File: src/rtl/kbd_rx_fifo.sv
// kbd_rx_fifo
//   Keystroke receive FIFO with a two-register CPU read port.
//   Keystrokes arrive as one-cycle strobes and are queued in a circular
//   buffer. The CPU reads either the oldest queued character (address 0)
//   or a status byte (address 1). An access is triggered by the rising
//   edge of cs.
//
// Ports
//   usb_clk   : sole clock, all state updates on the rising edge
//   rst       : synchronous, active-high reset
//   key_valid : one-cycle strobe, key_char holds a new keystroke
//   key_char  : 7-bit ASCII keystroke
//   cs        : CPU chip select, active high
//   address   : 0 = RX data register, 1 = RX status register
//   dout      : registered read data
//                 data   = {1, char}
//                 status = {not empty, overflow, 6'b0}
//   count     : current occupancy, 0..DEPTH
//   overflow  : sticky flag, set when a keystroke is dropped
module kbd_rx_fifo #(
  parameter int DEPTH = 8
) (
  input  logic                     usb_clk,
  input  logic                     rst,
  input  logic                     key_valid,
  input  logic [6:0]               key_char,
  input  logic                     cs,
  input  logic                     address,
  output logic [7:0]               dout,
  output logic [$clog2(DEPTH):0]   count,
  output logic                     overflow
);

  localparam int AW = $clog2(DEPTH);
  localparam int CW = AW + 1;

  logic [6:0]    mem [DEPTH];
  logic [AW-1:0] wptr;
  logic [AW-1:0] rptr;
  logic [6:0]    last_char;
  logic          cs_q;
  logic          cs_armed;

  logic empty;
  logic full;
  logic start;
  logic rd_data;
  logic rd_stat;
  logic pop;
  logic push;
  logic drop;

  // A cs held high through reset must not count as a rising edge.
  // cs_armed records that cs has been seen low since the reset.
  assign start   = cs & ~cs_q & cs_armed;
  assign rd_data = start & ~address;
  assign rd_stat = start & address;

  assign empty = (count == '0);
  assign full  = (count == CW'(DEPTH));

  assign pop  = rd_data & ~empty;
  // A same-cycle pop frees a slot, so a full FIFO still accepts the key.
  assign push = key_valid & (~full | pop);
  assign drop = key_valid & full & ~pop;

  // Storage is not reset.
  always_ff @(posedge usb_clk) begin
    if (!rst && push) begin
      mem[wptr] <= key_char;
    end
  end

  always_ff @(posedge usb_clk) begin
    if (rst) begin
      dout      <= '0;
      count     <= '0;
      overflow  <= 1'b0;
      wptr      <= '0;
      rptr      <= '0;
      last_char <= '0;
      cs_q      <= 1'b0;
      cs_armed  <= ~cs;
    end else begin
      cs_q     <= cs;
      cs_armed <= cs_armed | ~cs;

      if (push) begin
        wptr <= wptr + AW'(1);
      end

      if (rd_data) begin
        if (pop) begin
          // Reads the pre-edge entry; a same-cycle push never bypasses.
          dout      <= {1'b1, mem[rptr]};
          last_char <= mem[rptr];
          rptr      <= rptr + AW'(1);
        end else begin
          dout <= {1'b1, last_char};
        end
      end else if (rd_stat) begin
        dout <= {~empty, overflow, 6'b0};
      end

      case ({push, pop})
        2'b10:   count <= count + CW'(1);
        2'b01:   count <= count - CW'(1);
        default: count <= count;
      endcase

      // Set wins over the clear from a same-cycle status read.
      if (drop) begin
        overflow <= 1'b1;
      end else if (rd_stat) begin
        overflow <= 1'b0;
      end
    end
  end

endmodule

File: config.mk
export PLATFORM = sky130hd
export DESIGN_NAME = kbd_rx_fifo
export DESIGN_NICKNAME = d
export VERILOG_FILES = /design/src/rtl/kbd_rx_fifo.sv
export SDC_FILE = /design/constraint.sdc
export NUM_CORES = 1
export LEC_CHECK = 0
export BUFFER_PORTS_ARGS = -buffer_cell sky130_fd_sc_hd__buf_4
export CAP_MARGIN = 20
export CORE_AREA = 2 2 103 105
export CTS_CLUSTER_SIZE = 14
export DETAILED_ROUTE_END_ITERATION = 6
export DIE_AREA = 0 0 105 107
export PLACE_DENSITY = 0.61
export RECOVER_POWER = 100
export SLEW_MARGIN = 0
export SYNTH_ARGS = -nofsm -noshare
export SYNTH_HDL_FRONTEND = slang
export SYNTH_SLANG_ARGS = --single-unit
File: constraint.sdc
create_clock -name usb_clk -period 2.8 [get_ports usb_clk]
set_input_delay 0.28 -clock usb_clk [delete_from_list [all_inputs] [get_ports usb_clk]]
set_output_delay 0.28 -clock usb_clk [all_outputs]
set_load 0.02 [all_outputs]
* Word level (Yosys, flattened, before mapping) *
Memories as Yosys holds them, arrays and structs flattened. A register that Yosys moved wholly into a read port is not among the register bits.
Cells that the tools add are included.

word-level totals
  flip-flop bits (word level) = 28
  bits in writable memories = 56
  input port bits = 12
  output and inout port bits = 13
  word-level logic and storage cells = 50
  memories = 1

memory list
  memory  depth  bits a word  rd ports  clocked after Yosys merged registers in  wr ports  line  RTL
  mem     8      7            1         1                                        1         37    logic [6:0] mem [DEPTH];

cells by class
  add/sub/neg operators = 4
  eq/ne operators = 3
  mux-type cells = 11
  bitwise operators = 16
  reductions and logical operators = 7

operators by type and width
  cell                                               number
  2-to-1 mux 8 bit                                   2
  AND 1 bit                                          8
  case mux 4 bit (2 select lines)                    1
  2-to-1 mux 7 bit                                   1
  adder 3 x 1 -> 3 bit (second input constant)       2
  2-to-1 mux 3 bit                                   2
  NOT 1 bit                                          6
  nonzero test 2 bit                                 3
  2-to-1 mux 1 bit                                   5
  adder 4 x 1 -> 4 bit (second input constant)       1
  == test 4 bit (second input constant)              1
  zero test 4 bit                                    1
  subtractor 4 x 1 -> 4 bit (second input constant)  1
  == test 2 x 1 -> 1 bit (second input constant)     1
  == test 2 bit (second input constant)              1
  bitwise OR 1 bit                                   2
  AND reduction 2 bit                                1
  logical AND 1 bit                                  1
  zero test 1 bit                                    1

* Longest topological paths before layout *
Gate-level depths: netlist of the first run.

  word-level depth = 10
  gate-level depth with buffers = 9
  mapped depth without buffers = 8

* Worst setup path after synthesis of the first run *
OpenSTA, ideal clock, no wires.

  path kind = register -> register
  from = reg count[1]
  to = reg count[2]
  library setup time = 0.123 ns
  data arrival time = 2.146 ns
  required time = 2.677 ns
  path slack = 0.531 ns
  stages on the path, launching flop included = 10
  path buffers = 1
  clock period less this slack = 2.269 ns
  cell sequence = dfxtp_1 -> buf_4 -> nor4_4 -> nor3_1 -> xor2_1 -> ha_1 -> or3_1 -> nor3_1 -> a31oi_1 -> mux2_1

between the ends
  cells in the longest elaborated chain, start to end = 7
  elaborated cells on any way between the ends = 13
  those cells by class = add/sub: 2; eq/ne: 3; mux: 1; bitwise: 5; reduce/logical: 2

RTL lines
  element                                                                line  RTL
  start, declared                                                        30    output logic [$clog2(DEPTH):0] count,
  start signal, assigned                                                 106   2'b10: count <= count + CW'(1);
  start signal, assigned                                                 107   2'b01: count <= count - CW'(1);
  start signal, assigned                                                 108   default: count <= count;
  zero test 4 bit                                                        59    assign empty = (count == '0);
  NOT 1 bit                                                              62    assign pop = rd_data & ~empty;
  AND 1 bit                                                              62
  bitwise OR 1 bit                                                       64    assign push = key_valid & (~full | pop);
  AND 1 bit                                                              64
  == test 2 x 1 -> 1 bit or == test 2 bit (tied branches)                105   case ({push, pop})
  case mux 4 bit (2 select lines) or nonzero test 2 bit (tied branches)  --

Several ways; a longest one is shown, not always the timed one.
A chain may end at the register's enable or synchronous reset.

* Worst setup path in the final report of the first run *
  from = reg count[0]
  to = mem mem[5][5] (enable)

between the ends
  cells in the longest elaborated chain, start to end = 8
  elaborated cells on any way between the ends = 10
  those cells by class = eq/ne: 1; mux: 2; bitwise: 5; reduce/logical: 2

RTL lines
  element                                     line  RTL
  zero test 4 bit                             59
  NOT 1 bit                                   62
  AND 1 bit                                   62
  bitwise OR 1 bit (*)                        64
  AND 1 bit (*)                               64
  logical AND 1 bit (*)                       69    if (!rst && push) begin
  2-to-1 mux 1 bit (*)                        69
  2-to-1 mux 1 bit (not written as such) (*)  70    mem[wptr] <= key_char;
  end, declared                               37

Mark *: on every way between the ends. The rest lies on a longest branch, timed or not.

==> run_results.csv, run 1 <==
group,metric,value,unit
timing,final-setup-viol-count,0,
clocking,post_cts_resized,0,
yosys,synthesis.nets,243,
yosys,ys_ff_latch,87,
clocking,cts_tree,"built",
timing,final.setup_skew,0.00666,ns
die,num_rows,37,
yosys,synthDistinctLibCells,46,
worst_setup_path,path_cells,"nor4b_1, a21oi_1, nand2_1, nor3_1, clkbuf_1",
yosys,syn_inst,228,
place,place_congestion,0.792,
detailed_routing,met2_length,2.90,mm
clocking,clock_tree.buffer_depth,2,
timing,report.final.slew_viol_count,0,
timing,whs,0.141,ns
worst_setup_path,cp-start-kind,"flip-flop",
worst_setup_path,path_max_fanout,9,
layout,drive_above_1_share,15.7,%
job,drv_cap,0,
global_route,grt_pass1_vias,1923,
detailed_routing,num_vias,1967,
die,die_x,105,um
detailed_routing,drt_iter0_markers,89,
yosys,ys_warn_count,0,
global_route,grt_pass1_wl,10.1,mm
clocking,cts_max_level,3,
place,portBuffers,24,
worst_hold_path,hold_start,"address",
global_route,antenna_found_initial,0,
detailed_routing,drc_errors,0,
clocking,cts_setup_buffers,0,
timing,fin_crit,2.40,ns
clocking,cts_hold_buf,0,
die,core,10100,um^2
worst_setup_path,rr_worst_depth,5,
power,pwr_density_cell,630,nW/um^2
layout,area_growth_syn_to_layout,12.2,%
timing,tns,0,ns
yosys,ys_seq_area_share,66.0,%
timing,rsz0062_at_grt,"false",
place,dpl_cell_area,3850,um^2
yosys,synthTopCellsByArea,"edfxtp_1, dfxtp_1, mux4_2",
timing,worst_slew_pin_slew,1.37,ns
clocking,cts_buffers,9,
yosys,async_reset_ff_share,0,%
global_route,grt_max_degree,34,
worst_setup_path,crit_slowest_cell,"nor4b_1",
detailed_routing,routed_wl,6.22,mm
worst_hold_path,hold_path.class,"input pin to flip-flop",
layout,final_util,38.8,%
layout,mostFrequentLayoutCells,"edfxtp_1, dfxtp_1, clkbuf_1",
detailed_routing,wl_met1,2.93,mm
detailed_routing,via_per_inst,4.88,
timing,hold_viol,0,
detailed_routing,wl_per_cell,15.4,um
layout,diodes,0,
die,start_util,34.5,%
die,dieArea,11200,um^2
yosys,syn_area,3490,um^2
yosys,avgSynthCellArea,15.3,um^2
worst_hold_path,hold_depth,2,
worst_setup_path,worstPathRequired,2.84,ns
timing,period_share,85.6,%
global_route,grt_usage,12.1,%
global_route,grt-ovfl-total,0,
yosys,synth_edf_count,56,
clocking,cts_root_buf,"clkbuf_8",
timing,maxSlewHeadroom,8.59,%
layout,fin_nets,277,
worst_setup_path,rrSetupSlack,0.40,ns
layout,finalInstanceArea,3910,um^2
timing,fmax,417,MHz
power,max-vdd-ir-drop,0.244,mV
layout,layout.cells.most_common,"edfxtp_1",
die,die_y,107,um
outcome,outcome,"completed",
worst_setup_path,cp_top_family,"simple AND/OR/NAND/NOR gates",
clocking,clock_sinks,87,
die,pin_count,25,
worst_setup_path,cp_num_buf_inv,1,
worst_setup_path,worstPathArrival,2.43,ns
detailed_routing,detail-route-antenna-nets,0,
detailed_routing,met3_length,237,um
clocking,clk-insertion-delay-late,0.35,ns
worst_setup_path,max_stage_delay,0.77,ns
worst_setup_path,reg2reg_to,"mem[5][5]$_DFFE_PP_",
yosys,synth_top_area_share,48.2,%
worst_hold_path,hold_end,"dout[7]$_SDFFE_PP0P_",
yosys,yosysTopAreaCell,"edfxtp_1",
clocking,clk_pin_slew_worst_paths,0.09,ns
detailed_routing,maxUsedRoutingLayer,"met4",
yosys,ys_dominant_reg_cell,"edfxtp_1",
detailed_routing,dr.pass1.iters,4,
power,leakagePower,1.24,nW
worst_setup_path,regToRegStartpoint,"count[0]$_SDFFE_PP0P_",
place,dpl.hpwl,4.02,mm
worst_setup_path,worst_setup_path_end_kind,"flip-flop",
worst_setup_path,critical_path_class,"flip-flop to flip-flop",
## state kept, by name (all words and copies together), names as in the netlist, named ones only
signal     cells
cs_q           1
dout           8
last_char      7
mem           56
rptr           3
wptr           3
count          4
overflow       1
cs_armed       1
## report_power, final
part | switching, mW | internal [mW] | total (mW)
registers | 0.0239 | 1.39 | 1.42
clock network | 0.465 | 0.423 | 0.888
logic | 0.100 | 0.0605 | 0.160
## cell families after synthesis
family | count (synthesis) | share of synthesized area (%)
flip-flops | 87 | 66.0
buffers and inverters | 14 | 2.19
multiplexers | 25 | 12.6
XOR/XNOR | 3 | 0.754
adder cells (fa/ha/maj) | 3 | 1.08
AND/OR/NAND/NOR | 58 | 9.87
AO/OA/AOI/OAI | 38 | 7.43
## cell usage after synthesis (2+ instances only)
master    count
a211oi_1      6
a21oi_1       4
a21oi_2       3
a22oi_1       6
a311oi_1      2
a31oi_1       2
buf_2         3
buf_4         3
clkbuf_1      4
dfxtp_1      31
edfxtp_1     56
ha_1          3
inv_1         2
mux2i_1       8
mux4_1        2
mux4_2       12
nand2_1       8
nand2b_1      5
nand3_1       2
nor2_1       21
nor2b_1       3
nor3_1        5
nor4_1        2
o21ai_0      10
or3_1         3
xor2_1        2
## metrics by stage
| stage | power [mW] | setup WS [ns] | instances |
|---|---|---|---|
| finish | 2.47 | 0.404 | 403 |
| global route | 2.57 | 0.183 | 403 |
| floorplan | 1.57 | 0.531 | 228 |
| detailed placement | 1.63 | 0.455 | 387 |
| global placement | 1.63 | 0.506 | 387 |
| CTS | 2.53 | 0.444 | 403 |
## routing by layer
metal	vias up	GRT usage (%)
li1	951	-
met1	962	15.4
met2	42	18.7
met3	12	2.92
met4	0	7.05
met5	-	0
## how the worst max path moves through the flow
stage / startpoint / end / cells after the start
floorplan: count[1]$_SDFFE_PP0P_ / count[2]$_SDFFE_PP0P_ / 9
global placement: count[0]$_SDFFE_PP0P_ / count[2]$_SDFFE_PP0P_ / 8
detailed placement: count[0]$_SDFFE_PP0P_ / count[2]$_SDFFE_PP0P_ / 8
CTS: count[0]$_SDFFE_PP0P_ / count[2]$_SDFFE_PP0P_ / 8
global route: count[0]$_SDFFE_PP0P_ / mem[2][6]$_DFFE_PP_ / 5
finish: count[0]$_SDFFE_PP0P_ / mem[5][5]$_DFFE_PP_ / 5
## layout make-up
| type | count | area [um^2] |
|---|---|---|
| Fill cell | 1008 | 6180 |
| Tap cell | 136 | 170 |
| Inverter | 2 | 7.51 |
| Multi-Input combinational cell | 127 | 1080 |
| Clock inverter | 7 | 78.8 |
| Sequential cell | 87 | 2300 |
| Clock buffer | 9 | 124 |
| Timing Repair Buffer | 35 | 150 |
Power figures use the tool's default switching activity.
==> run 2, diff against run 1 <==
- BUFFER_PORTS_ARGS: -buffer_cell sky130_fd_sc_hd__buf_4 -> not set
- DONT_BUFFER_PORTS: not set -> 1
- PLACE_DENSITY: 0.61 -> 0.58
==> run 2 against run 1 <==
Total power decreased by 1.9%. Clock skew increased by 0.0029 ns. Setup slack worse by 0.086 ns. Count of clock-buffer cells in the layout stayed put. Critical endpoint is now mem[4][6]$_DFFE_PP_. Maximum frequency down 3.5%. Core utilization up 0.14 points. Combinational power decreased by 3%. Sequential cell count did not move. Hold slack worse by 0.12 ns. Non-clock buffer count fell by 10. Die area stayed put.
==> run_results.csv, run 2 (synthesized netlist as in run 1, its figures left out) <==
group,metric,value,unit
timing,final-setup-viol-count,0,
place,place_ws,0.381,ns
detailed_routing,num_vias,1948,
timing,layout_setup_ws,0.318,ns
worst_setup_path,regToRegStartpoint,"count[1]$_SDFFE_PP0P_",
job,drv_cap,0,
clocking,cts_tree,"built",
place,dpl.hpwl,4.07,mm
detailed_routing,detail-route-antenna-nets,0,
worst_setup_path,worstPathArrival,2.53,ns
global_route,met3_usage,4.13,%
worst_hold_path,hold_start,"address",
timing,fin_crit,2.48,ns
global_route,grt_usage,12.1,%
die,die_x,105,um
power,leakagePower,1.27,nW
worst_setup_path,critical_path_class,"flip-flop to flip-flop",
clocking,clk_pin_slew_worst_paths,0.09,ns
die,pin_count,25,
global_route,antenna_found_initial,0,
layout,final_util,38.9,%
outcome,outcome,"completed",
global_route,busiest_layer,"met2",
detailed_routing,via_per_inst,4.96,
clocking,cts_max_level,3,
worst_setup_path,worstPathRequired,2.85,ns
clocking,cts_buffers,9,
layout,diodes,0,
timing,report.final.slew_viol_count,0,
worst_setup_path,worst_setup_path_end_kind,"flip-flop",
worst_setup_path,path_max_fanout,8,
global_route,grt_pass1_wl,10.2,mm
layout,area_growth_syn_to_layout,12.6,%
layout,regMostFlops,"mem",
power,pwr_density_cell,616,nW/um^2
layout,top_regs,"mem: 56 flops, dout: 8 flops, last_char: 7 flops",
clocking,cts_setup_buffers,0,
place,portBuffers,0,
timing,worst_slew_pin_slew,0.971,ns
clocking,post_cts_resized,0,
power,max-vdd-ir-drop,0.355,mV
layout,drive_above_1_share,17.5,%
clocking,clk-insertion-delay-late,0.36,ns
detailed_routing,drt_iter0_markers,72,
die,core,10100,um^2
worst_setup_path,cp-start-kind,"flip-flop",
die,dieArea,11200,um^2
die,num_rows,37,
global_route,grtUsageMet2,19.4,%
global_route,grt_max_degree,20,
detailed_routing,wl_per_cell,16.0,um
die,start_util,34.5,%
timing,fmax,403,MHz
clocking,clock_tree.buffer_depth,2,
detailed_routing,drc_errors,0,
layout,largest_reg_flops,56,
worst_setup_path,critical_path.startpoint,"count[1]$_SDFFE_PP0P_",
detailed_routing,dr.pass1.iters,4,
detailed_routing,routed_wl,6.29,mm
global_route,grt_pass1_vias,1964,
global_route,met1_usage,15.2,%
clocking,cts_root_buf,"clkbuf_8",
layout,fin_nets,267,
timing,final.setup_skew,0.00956,ns
die,die_y,107,um
layout,layout.cells.most_common,"edfxtp_1",
clocking,clock_sinks,87,
timing,period_share,88.7,%
timing,hold_viol,0,
layout,finalInstanceArea,3930,um^2
place,place_congestion,0.744,
timing,rsz0062_at_grt,"false",
timing,tns,0,ns
place,dpl_cell_area,3700,um^2
timing,maxSlewHeadroom,35.1,%
layout,mostFrequentLayoutCells,"edfxtp_1, dfxtp_1, nor2_1",
worst_hold_path,hold_path.class,"input pin to flip-flop",
global_route,grt-ovfl-total,0,
run 2: final timing paths:
path	end	slack, ns	depth (start not counted)
max reg2reg	mem[4][6]$_DFFE_PP_	0.32	6
max	mem[4][6]$_DFFE_PP_	0.32	6
min reg2reg	flip-flop	0.48	2
min	overflow$_SDFFE_PP0P_	0.02	1
run 2: metrics by stage:
| step | power, mW | std cells | hold slack [ns] |
|---|---|---|---|
| after floorplan | 1.57 | 228 | 0.356 |
| after global placement | 1.59 | 367 | 0.353 |
| after detailed placement | 1.59 | 367 | 0.357 |
| after CTS | 2.47 | 393 | 0.00166 |
| after global routing | 2.53 | 393 | 0.00279 |
| final | 2.42 | 393 | 0.0233 |
run 2: routing by layer:
metal	vias up	routed length [um]	part of all wire, %
met3	10	262	4.2
met1	970	2930	47
li1	932	-	-
met4	0	100	1.6
met5	-	0	0
met2	36	3000	48
run 2: worst max-delay path: stages, from the launching register on:
cell and delay, ns:
dfxtp_1 0.38, clkbuf_1 0.45, nor4b_1 0.20, a21oi_1 0.47, nand2b_1 0.22, nor3_1 0.18, clkbuf_2 0.27
run 2: layout make-up:
| class | instances | area, um^2 |
|---|---|---|
| Inverter | 2 | 7.51 |
| Multi-Input combinational cell | 127 | 1060 |
| Clock buffer | 9 | 124 |
| Fill cell | 1004 | 6170 |
| Tap cell | 136 | 170 |
| Sequential cell | 87 | 2300 |
| Timing Repair Buffer | 25 | 186 |
| Clock inverter | 7 | 71.3 |
run 2: timing repair:
action	4_1_cts	5_1_grt
hold endpoints to repair	77	0
endpoints found under the setup margin	0	0
hold buffers	10	0
run 2: power breakdown:
| part | switching [mW] | internal (mW) | total [mW] |
|---|---|---|---|
| Combinational | 0.0912 | 0.0642 | 0.155 |
| Sequential | 0.0232 | 1.39 | 1.42 |
| Clock | 0.496 | 0.350 | 0.847 |
